--- config.mk ---
export PLATFORM = sky130hd
export DESIGN_NAME = semaforo_ctrl
export DESIGN_NICKNAME = d
export VERILOG_FILES = /design/src/rtl/semaforo_pkg.sv /design/src/rtl/semaforo_ctrl_phase_counter.sv /design/src/rtl/semaforo_ctrl.sv
export SDC_FILE = /design/constraint.sdc
export NUM_CORES = 1
export LEC_CHECK = 0
export ABC_AREA = 1
export BUFFER_PORTS_ARGS = -buffer_cell sky130_fd_sc_hd__buf_2
export CELL_PAD_IN_SITES_DETAIL_PLACEMENT = 2
export CELL_PAD_IN_SITES_GLOBAL_PLACEMENT = 2
export CORE_MARGIN = 4
export CORE_UTILIZATION = 26
export DETAILED_ROUTE_END_ITERATION = 10
export PLACE_DENSITY_LB_ADDON = 0.1
export SLEW_MARGIN = 30
export SYNTH_ARGS = -nofsm -noshare
export SYNTH_HDL_FRONTEND = slang
export SYNTH_SLANG_ARGS = --single-unit
--- constraint.sdc ---
create_clock -name clk_2 -period 1.4 [get_ports clk_2]
set_clock_uncertainty 0.1 [all_clocks]
set_input_delay 0.21 -clock clk_2 [delete_from_list [all_inputs] [get_ports clk_2]]
set_output_delay 0.21 -clock clk_2 [all_outputs]
set_load 0.05 [all_outputs]
--- src/rtl/semaforo_pkg.sv ---
// Shared types and default phase durations for the semaforo traffic-light controller.
// Build option NIGHT_BLINK_EN (macro) enables the NIGHT phase in semaforo_ctrl.
package semaforo_pkg;

    typedef enum logic [1:0] {
        PARE    = 2'd0,
        SIGA    = 2'd1,
        ATENCAO = 2'd2,
        NIGHT   = 2'd3
    } phase_t;

    localparam int unsigned T_PARE_DEF    = 8;
    localparam int unsigned T_SIGA_DEF    = 6;
    localparam int unsigned T_ATENCAO_DEF = 2;
    localparam int unsigned T_BLINK_DEF   = 1;

    // Counter load value on entry to a phase: a phase of T ticks starts at T-1.
    function automatic int unsigned phase_duration(
        input phase_t      p,
        input int unsigned t_pare,
        input int unsigned t_siga,
        input int unsigned t_atencao,
        input int unsigned t_blink
    );
        int unsigned result;
        case (p)
            PARE:    result = t_pare - 1;
            SIGA:    result = t_siga - 1;
            ATENCAO: result = t_atencao - 1;
            default: result = t_blink - 1;
        endcase
        return result;
    endfunction

endpackage

--- src/rtl/semaforo_ctrl_phase_counter.sv ---
// Loadable CW-bit down-counter with tick enable; load wins over counting and ignores tick.
module phase_counter #(
    parameter int unsigned    CW        = 4,
    parameter logic [CW-1:0]  RESET_VAL = '0
) (
    input  logic          clk_2,
    input  logic          reset,
    input  logic          tick,
    input  logic          load,
    input  logic [CW-1:0] load_val,
    output logic [CW-1:0] count,
    output logic          zero
);

    always_ff @(posedge clk_2 or posedge reset) begin
        if (reset) begin
            count <= RESET_VAL;
        end else if (load) begin
            count <= load_val;
        end else if (tick && (count != '0)) begin
            count <= count - CW'(1);
        end
    end

    assign zero = (count == '0);

endmodule

--- src/rtl/semaforo_ctrl.sv ---
// Traffic-light phase sequencer PARE -> SIGA -> ATENCAO with pedestrian shortening of SIGA.
// Define NIGHT_BLINK_EN to add the NIGHT phase (blinking atencao while night=1).
module semaforo_ctrl
    import semaforo_pkg::*;
#(
    parameter int unsigned CW        = 4,
    parameter int unsigned T_PARE    = T_PARE_DEF,
    parameter int unsigned T_SIGA    = T_SIGA_DEF,
    parameter int unsigned T_ATENCAO = T_ATENCAO_DEF,
    parameter int unsigned T_BLINK   = T_BLINK_DEF
) (
    input  logic          clk_2,
    input  logic          reset,
    input  logic          tick,
    input  logic          ped_req,
    input  logic          night,
    output logic          pare,
    output logic          atencao,
    output logic          siga,
    output logic [CW-1:0] remaining,
    output logic          phase_done,
    output logic          ped_pending
);

    localparam logic [CW-1:0] PARE_LOAD = CW'(T_PARE - 1);

    phase_t        state, state_next;
    logic          load;
    logic [CW-1:0] load_val;
    logic          zero;
    logic          done_next;
    logic          pend_next;
    logic          blink_next;
    logic          atencao_next;

    function automatic logic [CW-1:0] reload(input phase_t p);
        return CW'(phase_duration(p, T_PARE, T_SIGA, T_ATENCAO, T_BLINK));
    endfunction

    function automatic phase_t successor(input phase_t p);
        case (p)
            PARE:    return SIGA;
            SIGA:    return ATENCAO;
            default: return PARE;
        endcase
    endfunction

    phase_counter #(.CW(CW), .RESET_VAL(PARE_LOAD)) u_counter (
        .clk_2    (clk_2),
        .reset    (reset),
        .tick     (tick),
        .load     (load),
        .load_val (load_val),
        .count    (remaining),
        .zero     (zero)
    );

    always_comb begin
        state_next = state;
        load       = 1'b0;
        load_val   = '0;
        done_next  = 1'b0;
        blink_next = atencao;
        case (state)
            PARE, SIGA, ATENCAO: begin
                if (tick) begin
`ifdef NIGHT_BLINK_EN
                    if (night) begin
                        state_next = NIGHT;
                        load       = 1'b1;
                        load_val   = reload(NIGHT);
                        done_next  = 1'b1;
                    end else
`endif
                    if (zero) begin
                        state_next = successor(state);
                        load       = 1'b1;
                        load_val   = reload(successor(state));
                        done_next  = 1'b1;
                    end else if ((state == SIGA) && ped_pending && (remaining > CW'(1))) begin
                        // Force the counter to zero so SIGA ends on the following tick.
                        load     = 1'b1;
                        load_val = '0;
                    end
                end
            end
`ifdef NIGHT_BLINK_EN
            NIGHT: begin
                if (tick) begin
                    if (!night) begin
                        state_next = PARE;
                        load       = 1'b1;
                        load_val   = reload(PARE);
                        done_next  = 1'b1;
                    end else if (zero) begin
                        load       = 1'b1;
                        load_val   = reload(NIGHT);
                        blink_next = ~atencao;
                    end
                end
            end
`endif
            default: begin
                state_next = PARE;
                load       = 1'b1;
                load_val   = reload(PARE);
            end
        endcase
    end

    always_comb begin
        atencao_next = (state_next == ATENCAO);
        pend_next    = ped_pending | ped_req;
        if ((state_next == PARE) && (state != PARE)) begin
            pend_next = 1'b0;
        end
`ifdef NIGHT_BLINK_EN
        if (state_next == NIGHT) begin
            atencao_next = (state == NIGHT) ? blink_next : 1'b1;
            pend_next    = 1'b0;
        end
`endif
    end

`ifndef NIGHT_BLINK_EN
    logic unused_night;
    assign unused_night = night;
`endif

    always_ff @(posedge clk_2 or posedge reset) begin
        if (reset) begin
            state       <= PARE;
            pare        <= 1'b1;
            atencao     <= 1'b0;
            siga        <= 1'b0;
            phase_done  <= 1'b0;
            ped_pending <= 1'b0;
        end else begin
            state       <= state_next;
            pare        <= (state_next == PARE);
            atencao     <= atencao_next;
            siga        <= (state_next == SIGA);
            phase_done  <= done_next;
            ped_pending <= pend_next;
        end
    end

endmodule

==> results of run 1 <==
[layout make-up]
cell class	instances	area share (%)
repair buffers	19	16.2
multi-input cells	47	38.9
clock buffers	4	2.79
inverters	19	8.36
flip-flops and latches	11	30.1
well taps	28	3.71
[metrics by stage]
stage	util, %	hold WS, ns	area, um^2	TNS [ns]
after floorplan	-	-0.0404	641	-1.54
after global placement	34.6	0.134	773	-0.775
after detailed placement	34.6	0.150	773	-0.988
after CTS	40.7	0.0712	908	-0.992
after global routing	42.2	0.0980	943	-1.78
final	42.2	0.0814	943	-0.929
[state kept, by name (all words and copies together) (netlist names)]
register,cells
phase_done,1
state,2
u_counter.count,4
siga,1
atencao,1
ped_pending,1
pare,1
[metal layers]
metal | vias up | part of all wire [%]
li1 | 277 | -
met1 | 279 | 41
met2 | 3 | 57
met3 | 0 | 1.9
met4 | 0 | 0
met5 | - | 0
[worst paths after layout]
| kind | from | to | cells after the start |
|---|---|---|---|
| max in group asynchronous | reset | pare | 3 |
| setup / recovery | u_counter.count[0] | u_counter.count[2] | 7 |
| min in group asynchronous | reset | atencao | 3 |
| hold / removal | ped_req | ped_pending | 3 |
| setup reg to reg | u_counter.count[0] | u_counter.count[2] | 7 |
| hold reg to reg | ped_pending | ped_pending | 2 |
[report_power, final]
| part | switching, mW | internal [mW] | total, mW | leakage (nW) |
|---|---|---|---|---|
| logic | 0.941 | 0.590 | 1.53 | 0.364 |
| registers | 0.137 | 0.498 | 0.635 | 0.131 |
| clock network | 0.111 | 0.110 | 0.221 | 0.0150 |
| total | 1.19 | 1.20 | 2.39 | 0.510 |
[cell usage after synthesis, types with 3 or more instances]
cell type / n
ha_1: 3
nand2_2: 3
nor2_1: 5
nand2_1: 17
inv_2: 3
dfstp_2: 4
a21oi_1: 4
nand3_1: 8
dfrtp_1: 7
inv_1: 16
[cells by family (layout without fill, tap and decap cells)]
family	Yosys count	count (layout)	synth area share, %
simple gates	37	37	28.8
fa+ha+maj	3	3	6.14
buf+inv	19	42	11.7
xor+xnor	1	1	1.43
compound gates	6	6	6.14
flops	11	11	45.8
[repair_timing]
action,CTS,global route
hold buffers,1,0
setup buffers,0,2
setup endpoints to repair,12,14
hold endpoints to repair,7,0
gates cloned,0,0
resized for setup,26,8
pin swaps,11,3
[critical path, delay by kind of cell (launching register included)]
kind | cells | cell delay (ns)
AO/OA/AOI/OAI | 2 | 0.32
adder cells (fa/ha/maj) | 1 | 0.16
buffers and inverters | 2 | 0.09
flip-flops | 1 | 0.64
AND/OR/NAND/NOR | 2 | 0.16
==> impl_metrics.py, run 1 <==
metrics = {
    "drt": {
        "drt-pass1-iter-count": 2,
        "final_antenna_net_count": 0,
        "dr_total_vias": 559,
        "drc": 0,
        "viasPerCell": 4.37,
        "routed_wl_um": 1660,
        "drtIter0Drc": 14,
        "drt-wirelength-per-cell_um": 13.0,
    },
    "run_status": {
        "violations": "negative setup slack",
        "status": "finished with violations",
    },
    "floorplan": {
        "die_h_um": 56.5,
        "core_area_um2": 2230,
        "pin_count": 14,
        "die_w_um": 56.5,
        "floorplan.rows": 17,
        "initial_utilization_pct": 27.4,
        "die-area_um2": 3190,
    },
    "yosys": {
        "synthesis.nets": 85,
        "synth_seq_area_share_pct": 45.8,
        "synth_top_cell_by_area": "dfrtp_1",
        "synth_cells": 77,
        "netlist_area_um2": 612,
        "synth.distinct_cells": 17,
        "yosys.area.top_type_share_pct": 28.6,
        "synth.avg_cell_area_um2": 7.95,
        "yosys_warnings": 0,
        "synthArstFlopShare_pct": 100,
        "ys_seq_elements": 11,
        "synth_area_leaders": "dfrtp_1 29%, dfstp_2 17%, nand2_1 10%, inv_1 9.8%, nand3_1 6.5%",
        "synth_ff_type": "dfrtp_1",
        "synth_edf_count": 0,
    },
    "placed_design": {
        "dpl.cell_count": 122,
        "hpwl_um": 1240,
        "portBuffers": 12,
        "dp_slack_ns": -0.182,
        "gp_congestion": 0.689,
    },
    "cells_and_area": {
        "layout.cells.most_common_list": "11 x inv_1, 10 x nand2_1, 9 x buf_2",
        "mostFrequentLayoutCell": "inv_1",
        "area_delta_synth_final_pct": 54.2,
        "fin_cells": 128,
        "drive_above_1_share_pct": 55.0,
        "multi_input_area_um2": 367,
        "regArea_um2": 284,
        "diodes": 0,
        "fillerInstances": 259,
        "finalNetCount": 109,
    },
    "grt": {
        "met3_usage_pct": 2.76,
        "met1_usage_pct": 12.8,
        "grt.busiest_layer": "met2",
        "antenna_found_initial": 0,
        "grtUsageTotal_pct": 11.4,
        "grt_pass1_wl_um": 2860,
        "met2_usage_pct": 21.3,
        "grt_max_degree": 12,
        "grt_overflow": 0,
        "grt_pass1_vias": 644,
    },
    "critical_path": {
        "max_stage_delay_ns": 0.64,
        "r2r_slack_ns": -0.14,
        "arrival_ns": 1.64,
        "cp-end-kind": "register",
        "worstSetupStartpointType": "register",
        "cp_cell_sequence": "inv_4, ha_4, nand2_4, inv_4, a21oi_4, nand3_2, a21oi_2",
        "crit_slowest_cell": "dfstp_4",
        "critPathMaxFanout": 4,
        "worstSetupPathType": "register to register",
        "cpMostUsedCell": "inv_4",
        "required_ns": 1.50,
    },
    "flow_run": {
        "drv_cap": 0,
    },
    "timing": {
        "max_clock_freq_mhz": 649,
        "timing_hold_violations_final": 0,
        "tightest_slew_ns": 0.433,
        "relSlewSlack_pct": 71.1,
        "min_period_over_period_pct": 110,
        "worst_slack_ns": -0.140,
        "setup_viol": 11,
        "fin_crit_ns": 1.54,
        "drv_slew": 0,
        "rsz0062_at_grt": "true",
    },
    "clock_network": {
        "path_clk_slew_ns": 0.08,
        "cts_buffers": 3,
        "clockRootBuffer": "clkbuf_4",
        "cts_tree": "built",
        "clkLatencyLatePin_ns": 0.27,
        "cts.sinks": 11,
        "htreeDepth": 1,
        "clockBufferDepth": 2,
    },
    "power": {
        "leakagePower_nw": 0.510,
        "vdd_drop_max_v": 0.00102,
        "power_density_nw_per_um2": 2530,
        "power_mw": 2.39,
    },
    "worst_hold_path": {
        "min_path_type": "primary input to register",
    },
}
Note: power is estimated with default switching activity, not from simulation.
==> inputs of run 2 (changes only) <==
Settings changed: CORE_ASPECT_RATIO set to 0.7.
==> run 2 against run 1 <==
Net effect: the run still ends with negative setup slack left; largest cell class unchanged; critical endpoint is now u_counter.count[0]; non-clock buffer count did not move; fmax down 2.1%; register-to-register slack got worse by 0.03 ns; utilization up 0.16 points.
==> impl_metrics.py, run 2 (synthesis results as in run 1) <==
metrics = {
    "timing": {
        "setup_viol": 12,
        "drv_slew": 0,
        "timing_hold_violations_final": 0,
        "fin_crit_ns": 1.57,
        "min_period_over_period_pct": 112,
        "max_clock_freq_mhz": 636,
        "rsz0062_at_grt": "true",
        "tightest_slew_ns": 0.442,
        "relSlewSlack_pct": 70.5,
        "worst_slack_ns": -0.173,
        "hold_slack_ns": 0.0763,
        "tns_ns": -1.29,
    },
    "floorplan": {
        "floorplan.rows": 14,
        "die-area_um2": 3210,
        "pin_count": 14,
        "initial_utilization_pct": 27.9,
        "die_h_um": 48.6,
        "core_area_um2": 2190,
        "die_w_um": 66.0,
    },
    "clock_network": {
        "cts.sinks": 11,
        "clkLatencyLatePin_ns": 0.28,
        "cts_buffers": 3,
        "path_clk_slew_ns": 0.08,
        "htreeDepth": 1,
        "clockRootBuffer": "clkbuf_4",
        "clockBufferDepth": 2,
        "cts_tree": "built",
    },
    "power": {
        "p_seq_share_pct": 27.0,
        "leakagePower_nw": 0.506,
        "power.share.clock_pct": 9.8,
        "p_int_mw": 1.17,
        "vdd_drop_max_v": 0.00109,
        "power_mw": 2.39,
        "power_density_nw_per_um2": 2570,
        "p_comb_share_pct": 63.3,
        "swShare_pct": 50.9,
        "power.switching_mw": 1.22,
    },
    "critical_path": {
        "worstSetupPathType": "register to register",
        "critPathMaxFanout": 4,
        "cp_cell_sequence": "inv_6, ha_4, inv_1, nand2_1, nand2_1, nand2_2, nand2_1, nand2_1, nand2_1, nand2_1",
        "arrival_ns": 1.69,
        "cpMostUsedCell": "nand2_1",
        "worstSetupStartpointType": "register",
        "crit_buf_inv": 2,
        "max_stage_delay_ns": 0.66,
        "crit_slowest_cell": "dfstp_4",
        "cp-end-kind": "register",
        "critPathTopFamily": "flip-flops",
        "required_ns": 1.52,
    },
    "cells_and_area": {
        "top_register": "u_counter.count",
        "layout.cells.most_common_list": "12 x nand2_1, 11 x inv_1, 8 x buf_2",
        "largest_reg_flops": 4,
        "postLayoutCellArea_um2": 928,
        "fillerInstances": 257,
        "reg_top3": "u_counter.count: 4 flops, state: 2 flops",
        "finalNetCount": 109,
        "mostFrequentLayoutCell": "nand2_1",
        "area_delta_synth_final_pct": 51.7,
        "diodes": 0,
        "drive_above_1_share_pct": 54.0,
    },
    "placed_design": {
        "portBuffers": 12,
        "gp_congestion": 0.644,
        "hpwl_um": 1240,
        "dp_slack_ns": -0.185,
        "placed_area_um2": 763,
    },
    "grt": {
        "grt_max_degree": 12,
        "grt_pass1_vias": 632,
        "antenna_found_initial": 0,
        "grtUsageTotal_pct": 12.7,
        "grt_overflow": 0,
        "grt_pass1_wl_um": 3020,
    },
    "run_status": {
        "violations": "negative setup slack",
        "status": "finished with violations",
    },
    "drt": {
        "viasPerCell": 4.29,
        "drc": 0,
        "dr_total_vias": 566,
        "drtIter0Drc": 23,
        "drt-pass1-iter-count": 2,
        "final_antenna_net_count": 0,
        "routed_wl_um": 1930,
        "drt-wirelength-per-cell_um": 14.6,
    },
    "worst_hold_path": {
        "min_path_type": "primary input to register",
    },
    "flow_run": {
        "drv_cap": 0,
    },
}
run 2: final timing paths:
check	from	endpoint	slack (ns)	cells past startpoint
max in group asynchronous	reset	u_counter.count[1]	0.50	3
hold reg to reg	ped_pending	ped_pending	0.46	2
min in group asynchronous	reset	atencao	0.36	3
hold / removal	ped_req	ped_pending	0.08	3
setup / recovery	u_counter.count[0]	u_counter.count[0]	-0.17	10
setup reg to reg	u_counter.count[0]	u_counter.count[0]	-0.17	10
run 2: power by group through the flow:
stage / logic [mW] / registers (mW) / clock network (mW)
global route: 1.65 / 0.669 / 0.272
finish: 1.51 / 0.643 / 0.233
floorplan: 0.498 / 0.987 / 0
detailed placement: 1.16 / 0.633 / 0
CTS: 1.37 / 0.638 / 0.245
global placement: 1.14 / 0.621 / 0
run 2: layout make-up:
| cell class | count | area, um^2 | share of cell area, % |
|---|---|---|---|
| Clock buffer | 3 | 22.5 | 2.43 |
| Clock inverter | 1 | 5.00 | 0.539 |
| Inverter | 19 | 81.3 | 8.76 |
| Multi-Input combinational cell | 47 | 348 | 37.5 |
| Sequential cell | 11 | 284 | 30.6 |
| Tap cell | 32 | 40.0 | 4.31 |
| Timing Repair Buffer | 19 | 148 | 15.9 |
run 2: timing repair:
action	4_1_cts	5_1_grt
endpoints found under the setup margin	12	13
resized for setup	15	15
pin swaps	3	3
endpoints found under the hold margin	7	0
buffers inserted	2	2
hold buffers	1	0
run 2: stage by stage:
stage	std cells	util (%)
floorplan	77	-
global placement	124	34.9
detailed placement	124	34.9
CTS	131	39.8
global route	132	42.4
finish	132	42.4
run 2: worst reg2reg max path: cells and delay by family, from the launching register on:
| family | cells | cell delay, ns |
|---|---|---|
| adders and majority gates | 1 | 0.16 |
| buffers and inverters | 2 | 0.11 |
| DFF | 1 | 0.66 |
| and+or+nand+nor | 7 | 0.49 |
run 2: metal layers:
layer	routed length, um	vias to the layer above	GRT usage, %
li1	-	277	-
met1	888	276	16.7
met2	962	10	19.5
met3	71	3	4.40
met4	8	0	3.72
met5	0	-	0
